===== src/rtl/mul_pkg.sv =====
// mul_pkg: shared definitions for the multiplier front end.
//   - operand / product widths (only XLEN=32 is supported)
//   - mul_op encodings (2'b11 is reserved and behaves as MUL.W)
//   - Booth select struct and the radix-4 group decoder
package mul_pkg;

   localparam int XLEN   = 32;
   localparam int PROD_W = 2 * XLEN;
   localparam int PP_NUM = XLEN / 2 + 1;

   localparam logic [1:0] MUL_OP_W  = 2'b00;
   localparam logic [1:0] MUL_OP_H  = 2'b01;
   localparam logic [1:0] MUL_OP_HU = 2'b10;

   typedef struct packed {
      logic neg;
      logic one;
      logic two;
   } booth_sel_t;

   typedef struct packed {
      logic [1:0]      op;
      logic [XLEN-1:0] a;
      logic [XLEN-1:0] b;
   } op_req_t;

   // (y[2i+1], y[2i], y[2i-1]) -> {neg, one, two}. 000/111 select zero, so
   // neg stays clear for them and the PP is a true all-zero row.
   function automatic booth_sel_t booth_decode(input logic [2:0] g);
      booth_sel_t s;
      s = '0;
      case (g)
         3'b001, 3'b010: s.one = 1'b1;
         3'b011:         s.two = 1'b1;
         3'b100:         begin s.two = 1'b1; s.neg = 1'b1; end
         3'b101, 3'b110: begin s.one = 1'b1; s.neg = 1'b1; end
         default:        s = '0;
      endcase
      return s;
   endfunction

endpackage


===== src/rtl/booth_pp_gen.sv =====
// booth_pp_gen: one radix-4 Booth partial-product slice.
//   grp  in   3      (y[2i+1], y[2i], y[2i-1])
//   x    in   33     sign/zero-extended multiplicand
//   pp   out  34     selected multiple (0, x, 2x), bitwise inverted when negative
//   neg  out  1      +1 owed at the slice LSB to finish the two's complement
module booth_pp_gen
   import mul_pkg::*;
(
   input  logic [2:0]      grp,
   input  logic [XLEN:0]   x,
   output logic [XLEN+1:0] pp,
   output logic            neg
);

   booth_sel_t       sel;
   logic [XLEN+1:0]  mag;

   always_comb begin
      sel = booth_decode(grp);
      mag = '0;
      if (sel.one)      mag = {x[XLEN], x};
      else if (sel.two) mag = {x, 1'b0};
      // inverting instead of negating keeps the carry chain out of this stage
      pp  = sel.neg ? ~mag : mag;
      neg = sel.neg;
   end

endmodule


===== src/rtl/mul_booth_pp_stage.sv =====
// mul_booth_pp_stage: multiplier front end.
//   S1 registers {mul_op, src_a, src_b}; S2 registers the 17 Booth partial
//   products transposed into 64 columns of 17 bits for the column trees.
//   Two-stage valid/ready pipeline, throughput 1/cycle, latency 2, flush kills
//   both stages.
// Ports:
//   clk, reset (sync, active-high), flush
//   in_valid/in_ready, mul_op[1:0], src_a[31:0], src_b[31:0]
//   out_valid/out_ready, out_hi, pp_cols[1087:0] (column j at j*17 +: 17,
//   bit i = PP_i[j]), pp_neg[16:0]
// Build option: MUL_PP_OPERAND_ISOLATE_EN -- S1 loads zero on cycles where it
//   advances without an accepted op, so idle cycles do not toggle the Booth
//   logic and an idle S2 holds all-zero columns.
module mul_booth_pp_stage
   import mul_pkg::*;
(
   input  logic                     clk,
   input  logic                     reset,
   input  logic                     flush,
   input  logic                     in_valid,
   output logic                     in_ready,
   input  logic [1:0]               mul_op,
   input  logic [XLEN-1:0]          src_a,
   input  logic [XLEN-1:0]          src_b,
   output logic                     out_valid,
   input  logic                     out_ready,
   output logic                     out_hi,
   output logic [PROD_W*PP_NUM-1:0] pp_cols,
   output logic [PP_NUM-1:0]        pp_neg
);

   localparam int STAGES = 2;

   logic [STAGES:1]                 vld_pipe;   // [1]=S1, [2]=S2
   op_req_t                         s1_q;
   op_req_t                         in_req;
   logic                            s1_adv, s2_adv, accept;

   logic                            sign_op, ext_a, ext_b, hi_c;
   logic [XLEN:0]                   x33;
   logic [XLEN+2:0]                 y_pad;      // {y[33], y[32:0], y[-1]}
   logic [PP_NUM-1:0][XLEN+1:0]     slice;
   logic [PP_NUM-1:0][PROD_W-1:0]   pp_row;
   logic [PP_NUM-1:0]               neg_c;
   logic [PROD_W*PP_NUM-1:0]        cols_c;

   // ---------------- handshake ----------------
   assign s2_adv   = !vld_pipe[2] || out_ready;
   assign s1_adv   = !vld_pipe[1] || s2_adv;
   assign in_ready = s1_adv && !flush;
   assign accept   = in_valid && in_ready;
   assign in_req   = '{op: mul_op, a: src_a, b: src_b};

   // ---------------- operand extension ----------------
   // only MULH.WU is unsigned; the reserved code falls in with MUL.W
   assign sign_op = (s1_q.op != MUL_OP_HU);
   assign ext_a   = sign_op & s1_q.a[XLEN-1];
   assign ext_b   = sign_op & s1_q.b[XLEN-1];
   assign x33     = {ext_a, s1_q.a};
   assign y_pad   = {ext_b, ext_b, s1_q.b, 1'b0};
   assign hi_c    = (s1_q.op == MUL_OP_H) || (s1_q.op == MUL_OP_HU);

   // ---------------- Booth PP generation ----------------
   for (genvar i = 0; i < PP_NUM; i++) begin : g_pp
      booth_pp_gen u_pp (
         .grp (y_pad[2*i+2:2*i]),
         .x   (x33),
         .pp  (slice[i]),
         .neg (neg_c[i])
      );
      // sign-extend the slice to full product width, place at weight 2^(2i)
      assign pp_row[i] = {{(PROD_W-XLEN-2){slice[i][XLEN+1]}}, slice[i]} << (2*i);
   end

   // ---------------- transpose: row i bit j -> column j bit i ----------------
   for (genvar j = 0; j < PROD_W; j++) begin : g_col
      for (genvar i = 0; i < PP_NUM; i++) begin : g_bit
         assign cols_c[j*PP_NUM+i] = pp_row[i][j];
      end
   end

   // ---------------- pipeline registers ----------------
   always_ff @(posedge clk) begin
      if (reset) begin
         vld_pipe <= '0;
         s1_q     <= '0;
         out_hi   <= 1'b0;
         pp_cols  <= '0;
         pp_neg   <= '0;
      end else begin
         if (flush) begin
            vld_pipe <= '0;
         end else begin
            if (s1_adv) vld_pipe[1] <= accept;
            if (s2_adv) vld_pipe[2] <= vld_pipe[1];
         end
`ifdef MUL_PP_OPERAND_ISOLATE_EN
         // idle advances (and flushes) park S1 at zero; zero operands yield
         // all-zero PPs, so an idle S2 drains to zero as well
         if (s1_adv || flush) s1_q <= accept ? in_req : '0;
         if (s2_adv) begin
            out_hi  <= hi_c;
            pp_cols <= cols_c;
            pp_neg  <= neg_c;
         end
`else
         if (accept) s1_q <= in_req;
         if (s2_adv && vld_pipe[1]) begin
            out_hi  <= hi_c;
            pp_cols <= cols_c;
            pp_neg  <= neg_c;
         end
`endif
      end
   end

   assign out_valid = vld_pipe[2];

endmodule


===== config.mk =====
export PLATFORM = sky130hd
export DESIGN_NAME = mul_booth_pp_stage
export DESIGN_NICKNAME = d
export VERILOG_FILES = /design/src/rtl/mul_pkg.sv /design/src/rtl/booth_pp_gen.sv /design/src/rtl/mul_booth_pp_stage.sv
export SDC_FILE = /design/constraint.sdc
export NUM_CORES = 2
export LEC_CHECK = 0
export BUFFER_PORTS_ARGS = -buffer_cell sky130_fd_sc_hd__clkbuf_2
export CAP_MARGIN = 20
export CORE_AREA = 2 2 458 460
export CTS_CLUSTER_SIZE = 12
export DETAILED_ROUTE_END_ITERATION = 8
export DIE_AREA = 0 0 460 462
export SLEW_MARGIN = 20
export SYNTH_ARGS = -nofsm -noshare
export SYNTH_HDL_FRONTEND = slang
export SYNTH_SLANG_ARGS = --single-unit

===== constraint.sdc =====
create_clock -name clk -period 3.3 [get_ports clk]
set_input_delay 0.66 -clock clk [delete_from_list [all_inputs] [get_ports clk]]
set_output_delay 0.66 -clock clk [all_outputs]
set_load 0.01 [all_outputs]

* Word-level counts from Yosys, hierarchy flattened
Cells that the tools add are included.
** Cells by class
- Add/subtract/negate cells :: 0
- Shift-type cells :: 0
- Reductions and logical operators :: 60
- Magnitude comparators :: 0
- Muxes and demuxes :: 102
- Divide/modulo/power cells :: 0
- $mul :: 0
- Eq/ne operators :: 102
- Bitwise logic cells :: 19
** Operators with widths (number)
- two-way mux 34 bit :: 48
- NOT 34 bit :: 16
- == test 3 bit (second input constant) :: 48
- == test 3 x 2 -> 1 bit (second input constant) :: 32
- two-way mux 32 bit :: 3
- OR reduction 4 bit :: 16
- two-way mux 1 bit :: 51
- == test 3 x 1 -> 1 bit (second input constant) :: 16
- OR reduction 3 bit :: 16
- OR reduction 2 bit :: 19
- NOT 32 bit :: 1
- == test 2 bit (second input constant) :: 3
- == test 2 x 1 -> 1 bit (second input constant) :: 2
- logical AND 1 bit :: 3
- zero test 1 bit :: 3
- logical OR 1 bit :: 3
- bitwise AND 1 bit :: 2
- != test 2 bit (second input constant) :: 1
** Storage, ports and cells
- ROM bits :: 0
- RAM bits :: 0
- Bits in registers :: 902
- Bits of input ports :: 71
- Memories :: 0
- Logic and storage cells :: 291
- Bits in latches :: 0
- Output and inout bits :: 1108

* Logic depth before layout (Yosys ltp)
- Word-level depth :: 9
- Mapped depth :: 9
- Mapped depth without buffers :: 6

* Modules after synthesis
From an unflattened synthesis, not the netlist that was laid out.
** Unflattened totals
- Cell total of the unflattened synthesis :: 5695
- Area total of the unflattened synthesis :: 49957.9 µm²
** Modules (own cells, without submodules)
- mul_booth_pp_stage :: area each 29240.5 µm², instances 1, seq. area each 13252.7 µm², cells each 3519
- booth_pp_gen :: area each 1218.7 µm², instances 17, seq. area each 0.0 µm², cells each 128

* Worst setup path after synthesis
Ideal clock, no wire load.
- Kind :: flip-flop to flip-flop
- Start point :: register s1_q[25] in the netlist's numbering
- End point :: register pp_cols[761]
- Cell stages (with the launch flop) :: 10
- Setup slack :: 1.143 ns
- Data required time :: 3.183 ns
- Path buffers :: 4
- Arrival time :: 2.040 ns
- Cells stage by stage :: dfxtp_1 > clkbuf_1 > inv_1 > ha_1 > buf_2 > buf_2 > buf_2 > a22oi_1 > xor2_1 > a22o_1
** Between the ends
- Cells in the longest elaborated chain, start to end :: 7
- Elaborated cells on any way between the ends :: 16
- Those cells by class :: 6 x eq/ne; 6 x mux; 1 x bitwise; 3 x reduce/logical
** RTL lines
- from (decl) :: RTL line mul_booth_pp_stage.sv:35 : op_req_t s1_q;
- from (signal assigned) :: RTL line mul_booth_pp_stage.sv:107 : if (accept) s1_q <= in_req;
- == test 3 x 2 -> 1 bit or == test 3 bit (tied branches) :: RTL line mul_pkg.sv:32 : case (g)
- OR reduction 2 bit (no line)
- two-way mux 1 bit :: RTL line mul_pkg.sv:32
- two-way mux 34 bit :: RTL line booth_pp_gen.sv:22 : else if (sel.two) mag = {x, 1'b0};
- two-way mux 34 bit :: RTL line booth_pp_gen.sv:21 : if (sel.one) mag = {x[XLEN], x};
- NOT 34 bit :: RTL line booth_pp_gen.sv:24 : pp = sel.neg ? ~mag : mag;
- two-way mux 34 bit (*) :: RTL line booth_pp_gen.sv:24
- to (signal assigned) :: RTL line mul_booth_pp_stage.sv:110 : pp_cols <= cols_c;
- to (decl) :: RTL line mul_booth_pp_stage.sv:28 : output logic [PROD_W*PP_NUM-1:0] pp_cols,
Mark *: on every way between the ends. The rest lies on a longest branch, timed or not.
A chain may end at the register's enable or synchronous reset.

* Worst setup path in the final report
- Start point :: register s1_q[25] in the netlist's numbering
- End point :: register pp_cols[812]
The elaborated chain is that of the path after synthesis.

==> metrics.txt <==
# TYPE chip_impl_metric gauge
chip_impl_info{name="hold_path_class",value="in -> reg"} 1
chip_impl_info{name="grt_setup_unrepaired",value="no"} 1
chip_impl_metric{name="place_inst",unit=""} 7732
chip_impl_metric{name="slew_violations",unit=""} 0
chip_impl_metric{name="cts_post_setup_buffers_inserted",unit=""} 0
chip_impl_info{name="post_synth_main_area_contributors",value="dfxtp_1, buf_4, mux2i_1"} 1
chip_impl_metric{name="design.die.area",unit="um^2"} 213000
chip_impl_metric{name="cts_resized",unit=""} 0
chip_impl_metric{name="cts_num_sinks",unit=""} 662
chip_impl_metric{name="initialDrtViolationCount",unit=""} 3361
chip_impl_metric{name="worst-r2r-setup-slack",unit="ns"} 0.56
chip_impl_metric{name="route.vias.total",unit=""} 36600
chip_impl_metric{name="ys_seq_elements",unit=""} 662
chip_impl_metric{name="tns",unit="ns"} 0
chip_impl_metric{name="route.final.wire_length",unit="um"} 216000
chip_impl_metric{name="worst-endpoint-required",unit="ns"} 3.93
chip_impl_metric{name="cp_data_arrival_time",unit="ns"} 3.36
chip_impl_metric{name="cts.path.max_buffers",unit=""} 3
chip_impl_metric{name="irDropWorstVdd",unit="uV"} 368
chip_impl_info{name="critPathSlowestCell",value="ha_4"} 1
chip_impl_metric{name="cellInternalPower",unit="W"} 0.0155
chip_impl_metric{name="seqPwrFrac",unit=""} 0.392
chip_impl_metric{name="ys_seq_area_frac",unit=""} 0.343
chip_impl_metric{name="netSwitchingFraction",unit=""} 0.322
chip_impl_metric{name="final.setup_skew",unit="ns"} 0.0430
chip_impl_metric{name="num_rows",unit=""} 168
chip_impl_info{name="postSynth.topFlopCell",value="dfxtp_1"} 1
chip_impl_metric{name="globalRouteTotalUtil",unit=""} 0.194
chip_impl_metric{name="asyncSetResetFlopFracSynth",unit=""} 0
chip_impl_metric{name="yosys.area.top_type_share",unit=""} 0.343
chip_impl_info{name="mostFrequentLayoutCells",value="clkbuf_2, dfxtp_1, nor2_1, nor3_1, mux2i_1"} 1
chip_impl_metric{name="fp.dieW",unit="um"} 460
chip_impl_metric{name="postRouteAntennaNets",unit=""} 0
chip_impl_info{name="worstSetupPathType",value="reg -> reg"} 1
chip_impl_metric{name="worst-slew-pin-transition",unit="ns"} 1.16
chip_impl_metric{name="switching_power",unit="W"} 0.00736
chip_impl_metric{name="numPortBuffers",unit=""} 906
chip_impl_metric{name="floorplan.initialDensity",unit=""} 0.186
chip_impl_metric{name="synth_edf_count",unit=""} 0
chip_impl_metric{name="clock_tree.htree_level_count",unit=""} 3
chip_impl_info{name="tritoncts",value="yes"} 1
chip_impl_metric{name="wire_per_inst",unit="um"} 27.3
chip_impl_metric{name="floorplan.io_pins",unit=""} 1179
chip_impl_metric{name="areaGrowthSynthToFinish",unit="%"} 20.5
chip_impl_metric{name="combinationalPowerShare",unit=""} 0.158
chip_impl_info{name="synth_area_leader_cell",value="dfxtp_1"} 1
chip_impl_metric{name="post-route-cell-area",unit="um^2"} 46600
chip_impl_metric{name="final.setup.worst_slack",unit="ns"} 0.563
chip_impl_metric{name="maxClockFrequency",unit="MHz"} 365
chip_impl_metric{name="grt_overflow_total",unit=""} 0
chip_impl_metric{name="power.clock.fraction",unit=""} 0.450
chip_impl_metric{name="final.fill_count",unit=""} 22800
chip_impl_info{name="status",value="finished, final reports clean"} 1
chip_impl_metric{name="first_pass_iters",unit=""} 5
chip_impl_info{name="critical_path.startpoint_type",value="flop"} 1
chip_impl_info{name="cts_root_buf",value="clkbuf_16"} 1
chip_impl_metric{name="max_slew_margin",unit=""} 0.224
chip_impl_metric{name="clk_pin_slew",unit="ns"} 0.06
chip_impl_metric{name="final_cells",unit=""} 7915
chip_impl_metric{name="detailedPlace.worstSlack",unit="ns"} 0.558
chip_impl_metric{name="avgSynthCellArea",unit="um^2"} 8.15
chip_impl_info{name="critical-path-top-delay-family",value="adder cells"} 1
chip_impl_metric{name="grt_max_degree",unit=""} 142
chip_impl_metric{name="worst_path_largest_cell_delay",unit="ns"} 0.79
chip_impl_metric{name="initial_antenna_violation_count",unit=""} 26
chip_impl_metric{name="gpl.final_weighted_congestion",unit=""} 0.784
chip_impl_metric{name="final_hold_viol_count",unit=""} 0
chip_impl_metric{name="synth_cell_types",unit=""} 63
chip_impl_metric{name="vias_per_cell",unit=""} 4.63
chip_impl_metric{name="power.leakage",unit="nW"} 19.0
chip_impl_metric{name="final_hold_slack",unit="ns"} 0.133
chip_impl_metric{name="worstPathMaxFanout",unit=""} 66
chip_impl_metric{name="synthesis.instances",unit=""} 4747
chip_impl_metric{name="maxCapViolCount",unit=""} 0
chip_impl_metric{name="period_share",unit=""} 0.829
chip_impl_metric{name="numCtsBuffers",unit=""} 87
chip_impl_metric{name="wire_length_of_the_first_global_routing_pass",unit="um"} 286000
chip_impl_metric{name="cellPowerDensity",unit="nW/um^2"} 490
chip_impl_info{name="worstPathCellList",value="inv_1 -> ha_4 -> nor2b_1 -> a22oi_1 -> xor2_1 -> a22o_1"} 1
chip_impl_metric{name="mappedNetlistArea",unit="um^2"} 38700
chip_impl_metric{name="core_area",unit="um^2"} 208000
chip_impl_metric{name="final_period_minus_worst_setup_slack",unit="ns"} 2.74
chip_impl_metric{name="dpl-instance-area",unit="um^2"} 43500
chip_impl_metric{name="finalSetupViolCount",unit=""} 0
chip_impl_metric{name="cts_hold_buffers",unit=""} 0
chip_impl_metric{name="cp.buffers_inverters",unit=""} 1
chip_impl_metric{name="synth_warnings",unit=""} 0
chip_impl_info{name="mostFrequentLayoutCell",value="clkbuf_2"} 1
chip_impl_info{name="worst_setup_path_end_kind",value="flop"} 1
chip_impl_metric{name="half_perimeter_wire_length_after_detailed_placement",unit="um"} 149000
chip_impl_metric{name="finish.net_count",unit=""} 5178
chip_impl_metric{name="post_route_cells_drive_above_1_share",unit=""} 0.257
chip_impl_metric{name="worst_skew_pair.late_latency",unit="ns"} 0.75
chip_impl_metric{name="drt_drc_violations_left",unit=""} 0
chip_impl_metric{name="number_of_global_route_vias_before_repair",unit=""} 33700
chip_impl_metric{name="die_height",unit="um"} 462
synth_stat cells, drive strengths merged, types with 3 or more instances:
cell     count
o22ai      233
a22oi       33
a211o        3
a311oi      11
nor2b       42
dfxtp      662
mux2i      385
o21ai       26
or3          3
nand2b       3
a21o         3
xor2        70
clkbuf     310
nand3       57
or3b        12
and2         3
nor4         9
a221oi       7
a211oi     271
xnor2      249
o221ai      15
nor2       427
buf        776
and4         4
inv         17
nand2      350
o21a         3
a21oi      265
a22o        36
ha           5
o2111ai      8
nor3       411
and3         8
o211ai      10
a31oi        3
power by group through the flow:
stage               registers, W  clock network, W  logic, W
floorplan                0.00876                 0   0.00267
global placement         0.00913                 0   0.00358
detailed placement       0.00914                 0   0.00362
CTS                      0.00897            0.0106   0.00363
global route             0.00900            0.0109   0.00390
finish                   0.00896            0.0103   0.00361
tightest hold or removal path, cell delays in order:
cell and delay, ns:
clkbuf_2 0.08, nand2_1 0.04, a21oi_1 0.05
per-layer routing:
metal  up-vias  track usage  share of wire
li1      16400            -              -
met1     17800        0.246           0.43
met2      1919        0.307           0.45
met3       453       0.0425          0.072
met4         2       0.0987          0.052
met5         -            0       0.000032
kinds of logic after synthesis:
group	share of synthesized area
AO/OA/AOI/OAI	0.159
XOR/XNOR	0.0748
adder cells (fa/ha/maj)	0.00162
buffers and inverters	0.169
flip-flops	0.343
multiplexers	0.0999
other	0.0000969
AND/OR/NAND/NOR	0.154
registers in the layout, indices dropped and copies added (netlist names):
register and flops:
out_hi 1, s1_q 66, pp_cols 576, pp_neg 17, vld_pipe 2
cell type report:
| cell class | count | area, um^2 | share of cell area |
|---|---|---|---|
| antenna | 18 | 45.0 | 0.000966 |
| tap | 2720 | 3400 | 0.0730 |
| multi-input combinational | 3252 | 20200 | 0.434 |
| inverter | 18 | 67.6 | 0.00145 |
| clock inverter | 48 | 593 | 0.0127 |
| sequential | 662 | 13400 | 0.288 |
| timing repair buffer | 1081 | 6390 | 0.137 |
| clock buffer | 116 | 2480 | 0.0532 |
per-stage QoR:
step,util,power [W]
2_1_floorplan,-,0.0114
5_1_grt,0.224,0.0238
3_3_place_gp,0.209,0.0127
3_5_place_dp,0.209,0.0128
4_1_cts,0.224,0.0231
6_report,0.224,0.0229
final timing paths:
path,start,end,depth (start not counted)
hold / removal,src_a[2],s1_q[34],3
setup reg to reg,s1_q[25],pp_cols[812],6
setup / recovery,s1_q[25],pp_cols[812],6
hold reg to reg,pp_cols[789],pp_cols[789],2
Power figures use the tool's default switching activity.
